File: src/rtl/matrix_input_writer_if.sv
// Handshake and storage-write bundle between the number parser, the writer and matrix storage.
// The master side is the writer block; the slave side is whoever drives the token stream and control.
interface matrix_input_writer_if #(
   parameter int DIM_W  = 3,
   parameter int ELEM_W = 8
);
   logic                     start;
   logic                     abort;
   logic                     in_valid;
   logic                     in_ready;
   logic signed [ELEM_W-1:0] in_data;
   logic                     in_last;
   logic                     wr_en;
   logic                     wr_cmd_set_dims;
   logic                     wr_cmd_single;
   logic [DIM_W-1:0]         wr_dims_r;
   logic [DIM_W-1:0]         wr_dims_c;
   logic [DIM_W-1:0]         wr_row_idx;
   logic [DIM_W-1:0]         wr_col_idx;
   logic signed [ELEM_W-1:0] wr_val_scalar;
   logic                     busy;
   logic                     done;
   logic                     err;
   logic [1:0]               err_code;

   modport master (
      input  start, abort, in_valid, in_data, in_last,
      output in_ready, wr_en, wr_cmd_set_dims, wr_cmd_single, wr_dims_r, wr_dims_c,
             wr_row_idx, wr_col_idx, wr_val_scalar, busy, done, err, err_code
   );

   modport slave (
      output start, abort, in_valid, in_data, in_last,
      input  in_ready, wr_en, wr_cmd_set_dims, wr_cmd_single, wr_dims_r, wr_dims_c,
             wr_row_idx, wr_col_idx, wr_val_scalar, busy, done, err, err_code
   );
endinterface

File: src/rtl/matrix_input_writer.sv
// Turns a rows/cols/elements token stream into one set_dims command plus single-element writes,
// validating dimensions and element range; every output is a flop.
module matrix_input_writer #(
   parameter int ROW_MAX  = 5,
   parameter int COL_MAX  = 5,
   parameter int DIM_W    = 3,
   parameter int ELEM_W   = 8,
   parameter int ELEM_MIN = 0,
   parameter int ELEM_MAX = 9
) (
   input logic                   clk,
   input logic                   rst_n,
   matrix_input_writer_if.master bus
);

   typedef enum logic [2:0] {IDLE, GET_R, GET_C, SET_DIMS, GET_E, DONE, ERR} state_e;

   state_e            state_q, state_d;
   logic [DIM_W-1:0]  rows_q, rows_d, cols_q, cols_d;
   logic [DIM_W-1:0]  row_q, row_d, col_q, col_d;
   logic              in_ready_q, in_ready_d, busy_q, busy_d;
   logic              wr_en_q, wr_en_d, set_dims_q, set_dims_d, single_q, single_d;
   logic [DIM_W-1:0]  dims_r_q, dims_r_d, dims_c_q, dims_c_d;
   logic [DIM_W-1:0]  row_idx_q, row_idx_d, col_idx_q, col_idx_d;
   logic [ELEM_W-1:0] val_q, val_d;
   logic              done_q, done_d, err_q, err_d;
   logic [1:0]        err_code_q, err_code_d;
   int                tok_v;
   logic              accept, last_cell;

   assign tok_v     = int'(bus.in_data);
   assign accept    = bus.in_valid & in_ready_q;
   assign last_cell = (row_q == rows_q - DIM_W'(1)) && (col_q == cols_q - DIM_W'(1));

   // NOTE: every variable gets a default before the case so no path can infer a latch.
   always_comb begin
      state_d    = state_q;
      rows_d     = rows_q;
      cols_d     = cols_q;
      row_d      = row_q;
      col_d      = col_q;
      err_code_d = err_code_q;
      wr_en_d    = 1'b0;
      set_dims_d = 1'b0;
      single_d   = 1'b0;
      dims_r_d   = '0;
      dims_c_d   = '0;
      row_idx_d  = '0;
      col_idx_d  = '0;
      val_d      = '0;
      done_d     = 1'b0;
      err_d      = 1'b0;

      case (state_q)
         IDLE: if (bus.start) begin
            state_d    = GET_R;
            err_code_d = 2'd0;
            row_d      = '0;
            col_d      = '0;
         end
         GET_R: if (accept) begin
            if (tok_v < 1 || tok_v > ROW_MAX) begin
               state_d = ERR; err_code_d = 2'd1;
            end else if (bus.in_last) begin
               state_d = ERR; err_code_d = 2'd2;
            end else begin
               state_d = GET_C; rows_d = DIM_W'(tok_v);
            end
         end
         GET_C: if (accept) begin
            if (tok_v < 1 || tok_v > COL_MAX) begin
               state_d = ERR; err_code_d = 2'd1;
            end else if (bus.in_last) begin
               state_d = ERR; err_code_d = 2'd2;
            end else begin
               // Command is registered, so it is presented during the SET_DIMS cycle itself.
               state_d    = SET_DIMS;
               cols_d     = DIM_W'(tok_v);
               wr_en_d    = 1'b1;
               set_dims_d = 1'b1;
               dims_r_d   = rows_q;
               dims_c_d   = DIM_W'(tok_v);
            end
         end
         SET_DIMS: state_d = GET_E;
         GET_E: if (accept) begin
            if (tok_v < ELEM_MIN || tok_v > ELEM_MAX) begin
               state_d = ERR; err_code_d = 2'd3;
            end else begin
               wr_en_d   = 1'b1;
               single_d  = 1'b1;
               row_idx_d = row_q;
               col_idx_d = col_q;
               val_d     = bus.in_data;
               if (col_q == cols_q - DIM_W'(1)) begin
                  col_d = '0;
                  row_d = row_q + DIM_W'(1);
               end else begin
                  col_d = col_q + DIM_W'(1);
               end
               if (last_cell || bus.in_last) state_d = DONE;
            end
         end
         DONE: begin
            state_d = IDLE;
            done_d  = 1'b1;
         end
         ERR: begin
            state_d = IDLE;
            err_d   = 1'b1;
         end
         default: state_d = IDLE;
      endcase

      // Abort overrides whatever the current state decided, including pending writes and pulses.
      if (bus.abort && state_q != IDLE) begin
         state_d    = IDLE;
         err_code_d = err_code_q;
         wr_en_d    = 1'b0;
         set_dims_d = 1'b0;
         single_d   = 1'b0;
         done_d     = 1'b0;
         err_d      = 1'b0;
      end

      busy_d     = (state_d != IDLE);
      in_ready_d = (state_d == GET_R) || (state_d == GET_C) || (state_d == GET_E);
   end

   // NOTE: sequential state uses non-blocking assignments only, so all flops update together.
   always_ff @(posedge clk or negedge rst_n) begin
      if (!rst_n) begin
         state_q    <= IDLE;
         rows_q     <= '0;
         cols_q     <= '0;
         row_q      <= '0;
         col_q      <= '0;
         in_ready_q <= 1'b0;
         busy_q     <= 1'b0;
         wr_en_q    <= 1'b0;
         set_dims_q <= 1'b0;
         single_q   <= 1'b0;
         dims_r_q   <= '0;
         dims_c_q   <= '0;
         row_idx_q  <= '0;
         col_idx_q  <= '0;
         val_q      <= '0;
         done_q     <= 1'b0;
         err_q      <= 1'b0;
         err_code_q <= 2'd0;
      end else begin
         state_q    <= state_d;
         rows_q     <= rows_d;
         cols_q     <= cols_d;
         row_q      <= row_d;
         col_q      <= col_d;
         in_ready_q <= in_ready_d;
         busy_q     <= busy_d;
         wr_en_q    <= wr_en_d;
         set_dims_q <= set_dims_d;
         single_q   <= single_d;
         dims_r_q   <= dims_r_d;
         dims_c_q   <= dims_c_d;
         row_idx_q  <= row_idx_d;
         col_idx_q  <= col_idx_d;
         val_q      <= val_d;
         done_q     <= done_d;
         err_q      <= err_d;
         err_code_q <= err_code_d;
      end
   end

   assign bus.in_ready        = in_ready_q;
   assign bus.busy            = busy_q;
   assign bus.wr_en           = wr_en_q;
   assign bus.wr_cmd_set_dims = set_dims_q;
   assign bus.wr_cmd_single   = single_q;
   assign bus.wr_dims_r       = dims_r_q;
   assign bus.wr_dims_c       = dims_c_q;
   assign bus.wr_row_idx      = row_idx_q;
   assign bus.wr_col_idx      = col_idx_q;
   assign bus.wr_val_scalar   = val_q;
   assign bus.done            = done_q;
   assign bus.err             = err_q;
   assign bus.err_code        = err_code_q;

endmodule

File: src/flat_wrapper.sv
// flat-port wrapper written by rule: the top's interface ports become plain ports
module matrix_input_writer_flat 
#(
   parameter int ROW_MAX  = 5,
   parameter int COL_MAX  = 5,
   parameter int DIM_W    = 3,
   parameter int ELEM_W   = 8,
   parameter int ELEM_MIN = 0,
   parameter int ELEM_MAX = 9
)
  (clk, rst_n, bus_start, bus_abort, bus_in_valid, bus_in_data, bus_in_last, bus_in_ready, bus_wr_en, bus_wr_cmd_set_dims, bus_wr_cmd_single, bus_wr_dims_r, bus_wr_dims_c, bus_wr_row_idx, bus_wr_col_idx, bus_wr_val_scalar, bus_busy, bus_done, bus_err, bus_err_code);
  matrix_input_writer_if #(.DIM_W(DIM_W), .ELEM_W(ELEM_W)) bus_i ();
  input logic clk;
  input logic rst_n;
  input wire logic [$bits(bus_i.start)-1:0] bus_start;
  input wire logic [$bits(bus_i.abort)-1:0] bus_abort;
  input wire logic [$bits(bus_i.in_valid)-1:0] bus_in_valid;
  input wire logic [$bits(bus_i.in_data)-1:0] bus_in_data;
  input wire logic [$bits(bus_i.in_last)-1:0] bus_in_last;
  output wire logic [$bits(bus_i.in_ready)-1:0] bus_in_ready;
  output wire logic [$bits(bus_i.wr_en)-1:0] bus_wr_en;
  output wire logic [$bits(bus_i.wr_cmd_set_dims)-1:0] bus_wr_cmd_set_dims;
  output wire logic [$bits(bus_i.wr_cmd_single)-1:0] bus_wr_cmd_single;
  output wire logic [$bits(bus_i.wr_dims_r)-1:0] bus_wr_dims_r;
  output wire logic [$bits(bus_i.wr_dims_c)-1:0] bus_wr_dims_c;
  output wire logic [$bits(bus_i.wr_row_idx)-1:0] bus_wr_row_idx;
  output wire logic [$bits(bus_i.wr_col_idx)-1:0] bus_wr_col_idx;
  output wire logic [$bits(bus_i.wr_val_scalar)-1:0] bus_wr_val_scalar;
  output wire logic [$bits(bus_i.busy)-1:0] bus_busy;
  output wire logic [$bits(bus_i.done)-1:0] bus_done;
  output wire logic [$bits(bus_i.err)-1:0] bus_err;
  output wire logic [$bits(bus_i.err_code)-1:0] bus_err_code;
  assign bus_i.start = bus_start;
  assign bus_i.abort = bus_abort;
  assign bus_i.in_valid = bus_in_valid;
  assign bus_i.in_data = bus_in_data;
  assign bus_i.in_last = bus_in_last;
  assign bus_in_ready = bus_i.in_ready;
  assign bus_wr_en = bus_i.wr_en;
  assign bus_wr_cmd_set_dims = bus_i.wr_cmd_set_dims;
  assign bus_wr_cmd_single = bus_i.wr_cmd_single;
  assign bus_wr_dims_r = bus_i.wr_dims_r;
  assign bus_wr_dims_c = bus_i.wr_dims_c;
  assign bus_wr_row_idx = bus_i.wr_row_idx;
  assign bus_wr_col_idx = bus_i.wr_col_idx;
  assign bus_wr_val_scalar = bus_i.wr_val_scalar;
  assign bus_busy = bus_i.busy;
  assign bus_done = bus_i.done;
  assign bus_err = bus_i.err;
  assign bus_err_code = bus_i.err_code;
  matrix_input_writer #(.ROW_MAX(ROW_MAX), .COL_MAX(COL_MAX), .DIM_W(DIM_W), .ELEM_W(ELEM_W), .ELEM_MIN(ELEM_MIN), .ELEM_MAX(ELEM_MAX)) u_core (.clk(clk), .rst_n(rst_n), .bus(bus_i));
endmodule
File: config.mk
export PLATFORM = sky130hd
export DESIGN_NAME = matrix_input_writer_flat
export DESIGN_NICKNAME = d
export VERILOG_FILES = /design/src/rtl/matrix_input_writer_if.sv /design/src/rtl/matrix_input_writer.sv /design/src/flat_wrapper.sv
export SDC_FILE = /design/constraint.sdc
export NUM_CORES = 1
export LEC_CHECK = 0
export BUFFER_PORTS_ARGS = -buffer_cell sky130_fd_sc_hd__buf_2
export CAP_MARGIN = 20
export CORE_MARGIN = 8
export CORE_UTILIZATION = 35
export DETAILED_ROUTE_END_ITERATION = 12
export SLEW_MARGIN = 20
export SYNTH_ARGS = -nofsm -noshare
export SYNTH_HDL_FRONTEND = slang
export SYNTH_SLANG_ARGS = --single-unit
File: constraint.sdc
create_clock -name clk -period 2.4 [get_ports clk]
set_clock_uncertainty 0.1 [all_clocks]
set_input_delay 0.36 -clock clk [delete_from_list [all_inputs] [get_ports clk]]
set_output_delay 0.36 -clock clk [all_outputs]
set_load 0.005 [all_outputs]
==> flow_summary_export.csv <==
group,metric,value,unit
yosys,ys_seq_area_share,54.8,%
critical_path,cp-endpoint,"u_core.bus.busy",
routing,dr.pass1.iters,4,
critical_path,rr_endpoint,"u_core.bus.busy",
cells_and_area,drive_gt1_share,28.3,%
clock_tree,htreeDepth,2,
routing,viasPerCell,4.82,
floorplanning,dieArea,8420,um^2
global_routing,grt_max_degree,45,
job,max_cap_violations,0,
yosys,ys_ff_latch,44,
min_path,hold_class,"in -> async",
power_and_ir_drop,p_leak,1.26,nW
floorplanning,rows,27,
sta,hold_violations,0,
sta,tns,0,ns
yosys,dominantRegCellSynth,"dfrtp_1",
yosys,synth_cell_type_count,49,
yosys,syn_inst,181,
clock_tree,cts_resized,0,
cells_and_area,insertedDiodeCount,0,
yosys,synth-edff-count,0,
clock_tree,cts.sinks,44,
clock_tree,cts_tree,"done",
clock_tree,cts_setup_buffers,0,
sta,tightest_slew,0.611,ns
critical_path,cp-startpoint,"u_core.cols_q[0]",
placed_design,port_buffers,42,
sta,max_slew_margin,58.2,%
global_routing,grt_pass1_vias,1517,
sta,fin_crit,2.09,ns
critical_path,cp.arrival,2.16,ns
cells_and_area,area_delta_synth_final,23.1,%
clock_tree,numCtsBuffers,5,
global_routing,grt_usage,11.0,%
clock_tree,holdBufCountCts,0,
clock_tree,clk_pin_slew_worst_paths,0.09,ns
critical_path,cp_max_fo,3,
sta,finalSetupViolations,0,
cells_and_area,final_cell_mix,"dfrtp_1 (44), buf_2 (42), and2_1 (14)",
yosys,async_reset_ff_share,100,%
critical_path,end_kind,"flip-flop",
sta,drv_slew,0,
critical_path,ff2ff_path_depth,8,
routing,wl_per_cell,14.0,um
floorplanning,die_y,91.7,um
sta,fmax,477,MHz
routing,ant_nets,0,
yosys,syn-cell-area,2010,um^2
cells_and_area,layout.nets,257,
routing,drc,0,
critical_path,startpoint_type,"flip-flop",
power_and_ir_drop,p_per_area,796,nW/um^2
critical_path,r2r_start,"u_core.cols_q[0]",
global_routing,grt_pass1_wl,7.48,mm
floorplanning,core_area,5540,um^2
global_routing,grt_overflow,0,
outcome,status,"finished clean",
sta,rsz0062_at_grt,"false",
cells_and_area,final_common_cell,"dfrtp_1",
routing,vias,1503,
critical_path,worstSetupPathType,"reg -> reg",
critical_path,worstPathRequired,2.46,ns
yosys,syn_avg_cell_area,11.1,um^2
routing,first_iter_violations,41,
critical_path,reg2reg_setup_slack,0.31,ns
placed_design,dp_hpwl,3.32,mm
floorplanning,initial_core_util,36.2,%
placed_design,place_congestion,0.804,
clock_tree,insertion_delay,0.30,ns
power_and_ir_drop,vdd_ir_drop_max,0.000367,V
yosys,ys_warn_count,0,
clock_tree,clockBufferDepth,2,
floorplanning,die_w,91.7,um
sta,post-route-period-util,87.3,%
floorplanning,pin_count,43,
clock_tree,root_buffer,"clkbuf_8",
global_routing,antenna_found_initial,0,
routing,routed_wl,4.38,mm
power_and_ir_drop,fin_total_pwr,0.00197,W
-- stage by stage --
stage               instances  util, %  setup WS [ns]  instance area, um^2  hold slack (ns)
finish                    312     44.6          0.305                 2470           0.0248
global route              312     44.6          0.139                 2470           0.0791
CTS                       312     44.6          0.265                 2470           0.0472
detailed placement        304     42.9         0.0724                 2380            0.369
global placement          304     42.9         0.0987                 2380            0.362
floorplan                 184        -          0.280                 2020          -0.0356
-- synthesized netlist by cell type, types with 2 or more instances --
library cell   n  area share, %
xnor2_1        4            1.7
ha_1           4            2.5
a21oi_1        6            1.5
o22ai_1        3           0.93
nand3_1        6            1.5
and2_1        14            4.4
nor3_1         5            1.2
nor3b_1        3            1.1
clkbuf_1       3           0.56
nand2b_1       6            1.9
o21ai_0        8            2.0
nor2_1        13            2.4
nand2_1        9            1.7
a21o_1         4            1.5
or2_1          3           0.93
xor2_1         2           0.87
inv_1          7            1.3
dfrtp_1       44             55
mux2_1         3            1.7
nor4_1         3           0.93
nor2b_1        3           0.93
-- kinds of logic (layout without fill, tap and decap cells) --
family | Yosys count | after routing | share of synthesized area [%]
simple gates | 75 | 75 | 22.1
flops | 44 | 44 | 54.8
compound gates | 33 | 33 | 11.7
buf+inv | 12 | 68 | 2.31
xor+xnor | 7 | 7 | 3.74
fa+ha+maj | 5 | 5 | 2.99
mux | 4 | 4 | 2.18
other cells | 1 | 4 | 0.187
-- per-layer routing --
metal	share of wire, %	track usage [%]	up-vias
met3	7.0	4.07	9
li1	-	-	746
met1	44	13.1	719
met5	0	0	-
met2	47	17.9	29
met4	1.8	3.76	0
-- where the power goes --
part	switching, W	leakage, nW	total (W)	internal (W)
Combinational	0.000339	0.633	0.000612	0.000273
Clock	0.000262	0.0404	0.000468	0.000206
Sequential	0.0000754	0.587	0.000887	0.000812
-- state kept, by name, indices dropped and copies added (netlist names), 2 cells and up --
register                  flops
u_core.bus.wr_dims_r          3
u_core.rows_q                 3
u_core.row_q                  3
u_core.state_q                3
u_core.bus.wr_col_idx         3
u_core.bus.wr_dims_c          3
u_core.cols_q                 3
u_core.bus.wr_val_scalar      8
u_core.bus.wr_row_idx         3
u_core.col_q                  3
u_core.bus.err_code           2
-- worst max-delay path, cell delays in order, from the launching register on --
cell,delay [ns]
dfrtp_1,0.39
inv_1,0.06
ha_1,0.29
xor2_1,0.14
nand3_1,0.15
nor4_1,0.08
o31a_1,0.28
nor3_1,0.32
a31oi_1,0.15
-- worst min path at each step --
stage / slack, ns / from / endpoint
floorplan: -0.04 / rst_n / u_core.bus.busy
global placement: 0.36 / u_core.cols_q[1] / u_core.cols_q[1]
detailed placement: 0.37 / u_core.cols_q[1] / u_core.cols_q[1]
CTS: 0.05 / rst_n / u_core.bus.wr_col_idx[0]
global route: 0.08 / rst_n / u_core.bus.wr_col_idx[0]
finish: 0.02 / rst_n / u_core.col_q[1]
-- layout make-up --
cell class / count / area [um^2]
Clock buffer: 5 / 68.8
Clock inverter: 3 / 23.8
Fill cell: 567 / 3070
Inverter: 8 / 30.0
Multi-Input combinational cell: 128 / 872
Sequential cell: 44 / 1100
Tap cell: 72 / 90.1
Timing Repair Buffer: 52 / 285
No activity file was read; power rests on OpenSTA's default activity.
